<file path="src/rtl/digpot_seq_if.sv">
// rtl/digpot_seq_if.sv - command, status and pot-pin bundle for the wiper sequencer
interface digpot_seq_if #(
    parameter int WIDTH = 7
);
    logic [WIDTH-1:0] target;
    logic             load;
    logic             store;
    logic             home;
    logic             busy;
    logic             done;
    logic             err;
    logic [WIDTH-1:0] position;
    logic             pos_valid;
    logic             cs_n;
    logic             inc_n;
    logic             u_d;

    modport master (
        output target, load, store, home,
        input  busy, done, err, position, pos_valid, cs_n, inc_n, u_d
    );

    modport slave (
        input  target, load, store, home,
        output busy, done, err, position, pos_valid, cs_n, inc_n, u_d
    );
endinterface

</file>
<file path="src/rtl/digpot_seq.sv">
// rtl/digpot_seq.sv - CS/INC/U_D sequencer walking a three-wire digital pot to an absolute tap
module digpot_seq #(
    parameter int TAPS          = 100,
    parameter int WIDTH         = 7,
    parameter int PULSE_CYC     = 2,
    parameter int CS_SETUP      = 2,
    parameter int DESEL_CYC     = 3,
    parameter int HOME_ON_RESET = 1
) (
    input logic         clk,
    input logic         rst_n,
    digpot_seq_if.slave bus
);
    localparam logic [WIDTH:0]   TAPS_W   = (WIDTH + 1)'(TAPS);
    localparam logic [WIDTH-1:0] MAX_POS  = WIDTH'(TAPS - 1);
    localparam logic [15:0]      PULSE_LD = 16'(PULSE_CYC - 1);
    localparam logic [15:0]      SETUP_LD = 16'(CS_SETUP - 1);
    localparam logic [15:0]      DESEL_LD = 16'(DESEL_CYC - 1);

    typedef enum logic [2:0] {IDLE, SETUP, STEP_LO, STEP_HI, DESEL, RECOVER} state_t;

    state_t           state;
    logic [15:0]      cnt;
    logic [WIDTH-1:0] steps;
    logic [WIDTH-1:0] position_q;
    logic [WIDTH-1:0] pos_step;
    logic             store_q;
    logic             homing;
    logic             home_pend;
    logic             busy_q, done_q, err_q, pos_valid_q;
    logic             cs_n_q, inc_n_q, u_d_q;

    assign bus.busy      = busy_q;
    assign bus.done      = done_q;
    assign bus.err       = err_q;
    assign bus.position  = position_q;
    assign bus.pos_valid = pos_valid_q;
    assign bus.cs_n      = cs_n_q;
    assign bus.inc_n     = inc_n_q;
    assign bus.u_d       = u_d_q;

    // Tracked position after one more wiper step, saturating at both ends (homing relies on this)
    always_comb begin
        pos_step = position_q;
        if (u_d_q) begin
            if (position_q != MAX_POS) pos_step = position_q + 1'b1;
        end else begin
            if (position_q != '0) pos_step = position_q - 1'b1;
        end
    end

    // Command FSM: accepts home/load in IDLE and times the chip-select / increment pulse train
    always_ff @(posedge clk or negedge rst_n) begin
        if (!rst_n) begin
            state       <= IDLE;
            cnt         <= '0;
            steps       <= '0;
            position_q  <= '0;
            store_q     <= 1'b0;
            homing      <= 1'b0;
            home_pend   <= (HOME_ON_RESET != 0);
            busy_q      <= 1'b0;
            done_q      <= 1'b0;
            err_q       <= 1'b0;
            pos_valid_q <= 1'b0;
            cs_n_q      <= 1'b1;
            inc_n_q     <= 1'b1;
            u_d_q       <= 1'b0;
        end else begin
            done_q <= 1'b0;
            err_q  <= 1'b0;
            case (state)
                IDLE: begin
                    if (home_pend || bus.home) begin
                        home_pend <= 1'b0;
                        homing    <= 1'b1;
                        store_q   <= 1'b0;
                        steps     <= MAX_POS;
                        u_d_q     <= 1'b0;
                        busy_q    <= 1'b1;
                        cs_n_q    <= 1'b0;
                        cnt       <= SETUP_LD;
                        state     <= SETUP;
                    end else if (bus.load) begin
                        if (({1'b0, bus.target} >= TAPS_W) || !pos_valid_q) begin
                            err_q <= 1'b1;
                        end else if ((bus.target == position_q) && !bus.store) begin
                            done_q <= 1'b1;
                        end else begin
                            homing  <= 1'b0;
                            store_q <= bus.store;
                            steps   <= (bus.target > position_q) ? bus.target - position_q
                                                                 : position_q - bus.target;
                            u_d_q   <= (bus.target > position_q);
                            busy_q  <= 1'b1;
                            cs_n_q  <= 1'b0;
                            cnt     <= SETUP_LD;
                            state   <= SETUP;
                        end
                    end
                end
                SETUP, STEP_HI: begin
                    if (cnt != '0) begin
                        cnt <= cnt - 16'd1;
                    end else if (steps != '0) begin
                        // STEP_LO entry: the only place inc_n may fall while selected
                        inc_n_q    <= 1'b0;
                        steps      <= steps - 1'b1;
                        position_q <= pos_step;
                        cnt        <= PULSE_LD;
                        state      <= STEP_LO;
                    end else begin
                        cs_n_q <= 1'b1;
                        state  <= DESEL;
                    end
                end
                STEP_LO: begin
                    if (cnt != '0) begin
                        cnt <= cnt - 16'd1;
                    end else if ((steps != '0) || store_q) begin
                        inc_n_q <= 1'b1;
                        cnt     <= PULSE_LD;
                        state   <= STEP_HI;
                    end else begin
                        cs_n_q <= 1'b1;
                        state  <= DESEL;
                    end
                end
                DESEL: begin
                    inc_n_q <= 1'b1;
                    cnt     <= DESEL_LD;
                    state   <= RECOVER;
                end
                RECOVER: begin
                    if (cnt != '0) begin
                        cnt <= cnt - 16'd1;
                    end else begin
                        done_q <= 1'b1;
                        busy_q <= 1'b0;
                        if (homing) pos_valid_q <= 1'b1;
                        state  <= IDLE;
                    end
                end
                default: state <= IDLE;
            endcase
        end
    end
endmodule

</file>
<file path="src/flat_wrapper.sv">
// flat-port wrapper written by rule: the top's interface ports become plain ports
module digpot_seq_flat 
#(
    parameter int TAPS          = 100,
    parameter int WIDTH         = 7,
    parameter int PULSE_CYC     = 2,
    parameter int CS_SETUP      = 2,
    parameter int DESEL_CYC     = 3,
    parameter int HOME_ON_RESET = 1
)
  (clk, rst_n, bus_target, bus_load, bus_store, bus_home, bus_busy, bus_done, bus_err, bus_position, bus_pos_valid, bus_cs_n, bus_inc_n, bus_u_d);
  digpot_seq_if #(.WIDTH(WIDTH)) bus_i ();
  input logic clk;
  input logic rst_n;
  input wire logic [$bits(bus_i.target)-1:0] bus_target;
  input wire logic [$bits(bus_i.load)-1:0] bus_load;
  input wire logic [$bits(bus_i.store)-1:0] bus_store;
  input wire logic [$bits(bus_i.home)-1:0] bus_home;
  output wire logic [$bits(bus_i.busy)-1:0] bus_busy;
  output wire logic [$bits(bus_i.done)-1:0] bus_done;
  output wire logic [$bits(bus_i.err)-1:0] bus_err;
  output wire logic [$bits(bus_i.position)-1:0] bus_position;
  output wire logic [$bits(bus_i.pos_valid)-1:0] bus_pos_valid;
  output wire logic [$bits(bus_i.cs_n)-1:0] bus_cs_n;
  output wire logic [$bits(bus_i.inc_n)-1:0] bus_inc_n;
  output wire logic [$bits(bus_i.u_d)-1:0] bus_u_d;
  assign bus_i.target = bus_target;
  assign bus_i.load = bus_load;
  assign bus_i.store = bus_store;
  assign bus_i.home = bus_home;
  assign bus_busy = bus_i.busy;
  assign bus_done = bus_i.done;
  assign bus_err = bus_i.err;
  assign bus_position = bus_i.position;
  assign bus_pos_valid = bus_i.pos_valid;
  assign bus_cs_n = bus_i.cs_n;
  assign bus_inc_n = bus_i.inc_n;
  assign bus_u_d = bus_i.u_d;
  digpot_seq #(.TAPS(TAPS), .WIDTH(WIDTH), .PULSE_CYC(PULSE_CYC), .CS_SETUP(CS_SETUP), .DESEL_CYC(DESEL_CYC), .HOME_ON_RESET(HOME_ON_RESET)) u_core (.clk(clk), .rst_n(rst_n), .bus(bus_i));
endmodule
</file>
<file path="config.mk">
export PLATFORM = sky130hd
export DESIGN_NAME = digpot_seq_flat
export DESIGN_NICKNAME = d
export VERILOG_FILES = /design/src/rtl/digpot_seq_if.sv /design/src/rtl/digpot_seq.sv /design/src/flat_wrapper.sv
export SDC_FILE = /design/constraint.sdc
export NUM_CORES = 1
export LEC_CHECK = 0
export BUFFER_PORTS_ARGS = -buffer_cell sky130_fd_sc_hd__buf_4
export CORE_MARGIN = 4
export CORE_UTILIZATION = 37
export CTS_CLUSTER_DIAMETER = 40
export DETAILED_ROUTE_END_ITERATION = 8
export PLACE_DENSITY = 0.53
export SKIP_CTS_REPAIR_TIMING = 1
export SLEW_MARGIN = 15
export SYNTH_ARGS = -nofsm -noshare
export SYNTH_HDL_FRONTEND = slang
export SYNTH_SLANG_ARGS = --single-unit
</file>
<file path="constraint.sdc">
create_clock -name clk -period 2.66 [get_ports clk]
set_input_delay 0.266 -clock clk [delete_from_list [all_inputs] [get_ports clk]]
set_output_delay 0.266 -clock clk [all_outputs]
set_load 0.05 [all_outputs]
</file>
---- After elaboration in Yosys (flattened, before gate mapping) ----
Cells that the tools add are included.
storage, ports and cells
  logic and storage cells ................. 144
  output and inout port bits .............. 14
  register bits after elaboration ......... 43
cells by class
  multiplexer cells ....................... 70
  eq/ne operators ......................... 23
  reduce and logical (&&, ||, !) cells .... 28
  bitwise gates (word level) .............. 1
  magnitude comparators ................... 2
  $add $sub $neg .......................... 6
operators with widths
  kind                                                                   number
  16-bit 2-to-1 mux                                                      9
  16-bit case mux with 5 select lines                                    1
  7-bit 2-to-1 mux                                                       10
  1-bit 2-to-1 mux                                                       35
  3-bit 2-to-1 mux                                                       9
  16-bit nonzero test                                                    1
  16-bit by 1-bit subtractor with 16-bit output (second input constant)  1
  3-bit case mux with 5 select lines                                     1
  5-bit AND reduction                                                    3
  7-bit case mux with 2 select lines                                     1
  7-bit nonzero test                                                     2
  7-bit by 1-bit subtractor with 7-bit output (second input constant)    2
  7-bit subtractor                                                       2
  2-bit != test (second input constant)                                  6
  6-bit AND reduction                                                    2
  2-bit by 1-bit != test with 1-bit output (second input constant)       5
  3-bit by 2-bit != test with 1-bit output (second input constant)       3
  8-bit AND reduction                                                    1
  2-bit nonzero test                                                     4
  7-bit by 1-bit adder with 7-bit output (second input constant)         1
  7-bit == test                                                          1
  7-bit greater-or-equal comparator (second input constant)              1
  7-bit > comparator                                                     1
  7-bit != test (second input constant)                                  1
  other kinds (18)                                                       27

---- Depth between registers and ports, before layout ----
  depth after elaboration ................. 7
  mapped depth ............................ 11
  gate-level depth less buffers ........... 10

---- Worst setup path before layout ----
OpenSTA, ideal clock, no wires.
  path kind ............................... reg-to-reg
  from .................................... register u_core.position_q[1], in the netlist u_core.bus.position[1]
  to ...................................... register u_core.steps[1]
  stages on the path, launching flop included .. 9
  setup slack ............................. -0.046 ns
  data required time ...................... 2.577 ns
  buffers on the path ..................... 0
  data arrival time ....................... 2.624 ns
  setup time .............................. 0.083 ns
  cell sequence ........................... dfrtp_1 inv_1 ha_1 nor2b_1 o21bai_1 a31oi_2 mux2_2 a221o_1 o21ai_0
between the ends
  longest elaborated chain between the ends .. 7
ends and longest elaborated chain
  element                                   RTL line           source
  start: declaration                        digpot_seq.sv:25   logic [WIDTH-1:0] position_q;
  start signal: assignment                  digpot_seq.sv:109  position_q <= pos_step;
  7-bit subtractor (tied with other cells)  digpot_seq.sv:93   : position_q - bus.target;
  7-bit 2-to-1 mux                          digpot_seq.sv:92   steps <= (bus.target > position_q) ? bus.target - position_q
  7-bit 2-to-1 mux                          digpot_seq.sv:87   end else if ((bus.target == position_q) && !bus.store) begin
  7-bit 2-to-1 mux                          digpot_seq.sv:85   if (({1'b0, bus.target} >= TAPS_W) || !pos_valid_q) begin
  7-bit 2-to-1 mux                          digpot_seq.sv:84   end else if (bus.load) begin
  7-bit 2-to-1 mux                          digpot_seq.sv:74   if (home_pend || bus.home) begin
  7-bit case mux with 2 select lines        digpot_seq.sv:72   case (state)
  end signal: assignment                    digpot_seq.sv:92
  end signal: assignment                    digpot_seq.sv:108  steps <= steps - 1'b1;
  end: declaration                          digpot_seq.sv:24   logic [WIDTH-1:0] steps;
Parallel ways exist; a longest one is shown, timed or not. The select of a mux whose other input is x is not followed.
A chain may end at the register's enable or synchronous reset.

---- Worst setup path in the final report ----
  from .................................... register u_core.position_q[6], in the netlist u_core.bus.position[6]
  to ...................................... register u_core.steps[5]
between the ends
  longest elaborated chain between the ends .. 7
ends and longest elaborated chain
  element                             RTL line
  7-bit > comparator                  digpot_seq.sv:92
  7-bit 2-to-1 mux                    digpot_seq.sv:92
  7-bit 2-to-1 mux                    digpot_seq.sv:87
  7-bit 2-to-1 mux                    digpot_seq.sv:85
  7-bit 2-to-1 mux                    digpot_seq.sv:84
  7-bit 2-to-1 mux                    digpot_seq.sv:74
  7-bit case mux with 2 select lines  digpot_seq.sv:72
Parallel ways exist; a longest one is shown, timed or not. The select of a mux whose other input is x is not followed.

==> flow_metrics.env <==
export IMPL_rsz0062_at_grt="false"
export IMPL_grt_max_degree=44
export IMPL_synth_fa_ha_area_share_pct=10.5
export IMPL_area_growth_pct=18.3
export IMPL_power_switching_mw=1.00
export IMPL_wl_per_cell_um=15.9
export IMPL_seqPwrFrac_pct=42.3
export IMPL_critPathLaunchType="flip-flop"
export IMPL_relSlewSlack_pct=35.4
export IMPL_rows=33
export IMPL_grt_pass1_wl_um=13600
export IMPL_wl_um=7890
export IMPL_cp_end_kind="flip-flop"
export IMPL_antenna_found_initial=0
export IMPL_outcome="complete, no violations"
export IMPL_dr_pass1_iters=4
export IMPL_hold_path_class="in -> reg"
export IMPL_synth_seq_cells=43
export IMPL_ios=26
export IMPL_cts_made_buffers=5
export IMPL_fin_crit_sh_pct=91.9
export IMPL_root_buffer="clkbuf_8"
export IMPL_diodes=0
export IMPL_overflow=0
export IMPL_async_flop_share_pct=100
export IMPL_synth_compound_area_share_pct=19.9
export IMPL_syn_avg_cell_area_um2=8.89
export IMPL_setup_viol=0
export IMPL_yosys_warnings=0
export IMPL_final_cell_mix="buf_4 (44), nor2_1 (42), dfrtp_1 (36)"
export IMPL_syn_area_mm2=0.00309
export IMPL_path_class="reg -> reg"
export IMPL_fin_util_pct=44.6
export IMPL_synth_simple_area_share_pct=22.2
export IMPL_finClkSkew_ps=12.2
export IMPL_synth_xor_area_share_pct=5.39
export IMPL_clockBufferDepth=2
export IMPL_synthFlopType="dfrtp_1"
export IMPL_layout_min_cycle_time_ps=2440
export IMPL_io_buffer_count=25
export IMPL_p_leak_nw=1.62
export IMPL_max_cap_viol_count=0
export IMPL_core_mm2=0.00818
export IMPL_hold_viol=0
export IMPL_synthCells=347
export IMPL_power_density_mw_per_mm2=690
export IMPL_finalNetCount=427
export IMPL_use_met2_pct=30.5
export IMPL_reg2reg_from="u_core.bus.position[6]"
export IMPL_cp_required_ps=2820
export IMPL_die_y_um=99.3
export IMPL_worstHoldPathCells=3
export IMPL_holdPathEnd="u_core.bus.err"
export IMPL_drt_iter0_drc=90
export IMPL_worstHoldStart="bus_load"
export IMPL_synthMuxAreaShare_pct=2.39
export IMPL_dieArea_mm2=0.00986
export IMPL_synth_distinct_cells=53
export IMPL_cts_tree="done"
export IMPL_syn_num_nets=383
export IMPL_synth_edf_count=0
export IMPL_gr_usage_met1_pct=21.3
export IMPL_worst_path_max_fanout=6
export IMPL_comb_power_share_pct=36.6
export IMPL_h_tree_depth=2
export IMPL_max_slew_worst_pin_slew_ps=959
export IMPL_num_vias=2624
export IMPL_rr_worst_depth=9
export IMPL_final_common_cell="buf_4"
export IMPL_die_w_um=99.3
export IMPL_grt_usage_pct=17.1
export IMPL_clk_latency_ps=310
export IMPL_met3_usage_pct=2.59
export IMPL_place_congestion=0.840
export IMPL_cts_sinks=43
export IMPL_top_usage_layer="met2"
export IMPL_p_sw_share_pct=39.9
export IMPL_r2r_end="u_core.steps[5]"
export IMPL_ys_seq_area_share_pct=35.0
export IMPL_hpwl_um=6040
export IMPL_antenna_left=0
export IMPL_arrival_ps=2600
export IMPL_p_int_mw=1.51
export IMPL_initial_utilization_pct=37.7
export IMPL_peakVddDrop_mv=0.240
export IMPL_drc=0
export IMPL_first_global_vias=2769
export IMPL_max_freq_mhz=409
export IMPL_synth_top_family_by_area="simple AND/OR/NAND/NOR gates"
export IMPL_report_final_slew_viol_count=0
export IMPL_viasPerCell=5.28
export IMPL_clkPwrFrac_pct=21.1
export IMPL_drive_gt1_share_pct=20.7
export IMPL_r2r_slack_ps=220
export IMPL_timing_setup_tns_ps=0
export IMPL_path_clk_slew_ps=80
==> worst max-delay path: stages (launching register included) <==
cell	delay (ps)
dfrtp_1	420
inv_1	100
ha_1	360
nand4_1	130
or3_4	160
a21oi_4	90
or3_1	430
or3_1	390
a21oi_1	170
a31oi_1	50
==> cell usage after synthesis, types with 2 or more instances <==
library cell  instances  area share, %
nor2_1               42            5.1
dfrtp_1              40             32
nand2_1              28            3.4
o21ai_0              28            4.5
inv_1                25            3.0
a21oi_1              23            3.7
ha_1                 21            8.5
nor3_1               11            1.8
xnor2_1              11            3.1
or3_1                 9            1.8
a21o_1                8            1.9
nand3_1               8            1.3
xor2_1                8            2.3
buf_2                 6           0.97
a211oi_1              5            1.2
a31oi_1               4           0.81
mux2i_1               4            1.3
nand4_1               4           0.81
nor4_2                4            1.6
o21a_1                4           0.97
dfstp_2               3            2.6
fa_1                  3            1.9
mux2_2                3            1.1
nand2b_1              3           0.61
nor2b_1               3           0.61
nor3_2                3           0.97
o22ai_1               3           0.61
a22o_1                2           0.57
and3_1                2           0.41
nor4b_4               2            1.5
o21bai_1              2           0.49
o31ai_1               2           0.49
o41ai_1               2           0.57
or3_4                 2           0.73
==> cells by family (layout without fill, tap and decap cells) <==
kind of cell,Yosys count,in the layout
and+or+nand+nor,126,127
AOI/OAI and AO/OA,94,94
xor gates and xnor gates,19,19
DFF,43,43
muxes,7,7
adders and majority gates,24,24
buffers and inverters,34,78
==> flip-flops by register name, indices dropped and copies added, names as in the netlist, 3 cells and up <==
register / count
u_core.cnt: 16
u_core.state: 3
u_core.bus.position: 7
u_core.steps: 7
==> routing by layer <==
metal / routed length (µm) / part of all wire (%) / vias to the layer above
li1: - / - / 1325
met2: 4110 / 52 / 31
met3: 183 / 2.3 / 11
met5: 0 / 0 / -
met4: 96 / 1.2 / 0
met1: 3500 / 44 / 1257
==> power groups by stage <==
| stage | combinational [mW] | clock, mW | sequential, mW |
|---|---|---|---|
| floorplan | 0.696 | 0 | 1.04 |
| global placement | 0.905 | 0 | 1.07 |
| detailed placement | 0.916 | 0 | 1.08 |
| CTS | 0.922 | 0.550 | 1.06 |
| global route | 1.05 | 0.581 | 1.11 |
| finish | 0.921 | 0.530 | 1.07 |
==> cell type report <==
cell class,instances,area (µm²)
Clock buffer,5,68.8
Clock inverter,3,43.8
Fill cell,830,4530
Inverter,25,93.8
Multi-Input combinational cell,271,1890
Sequential cell,43,1080
Tap cell,105,131
Timing Repair Buffer,45,340
==> through the flow <==
| step | setup slack [ps] | std cells | power [mW] | cell area [µm²] | hold slack [ps] |
|---|---|---|---|---|---|
| floorplan | 16.6 | 347 | 1.73 | 3090 | -29.6 |
| finish | 215 | 497 | 2.52 | 3650 | 192 |
| CTS | 119 | 495 | 2.53 | 3610 | -38.1 |
| global route | 4.54 | 497 | 2.74 | 3650 | 190 |
| global placement | 136 | 487 | 1.98 | 3500 | 304 |
| detailed placement | 131 | 487 | 1.99 | 3500 | 311 |
==> worst max path at each step <==
stage,end,depth (start not counted),from
after floorplan,u_core.cnt[0],10,u_core.bus.position[5]
after global placement,u_core.cnt[0],9,u_core.bus.position[6]
after detailed placement,u_core.cnt[12],9,u_core.bus.position[6]
after CTS,u_core.cnt[12],9,u_core.bus.position[6]
after global routing,u_core.steps[1],8,u_core.bus.position[6]
final,u_core.steps[5],9,u_core.bus.position[6]
Power figures use the tool's default switching activity.
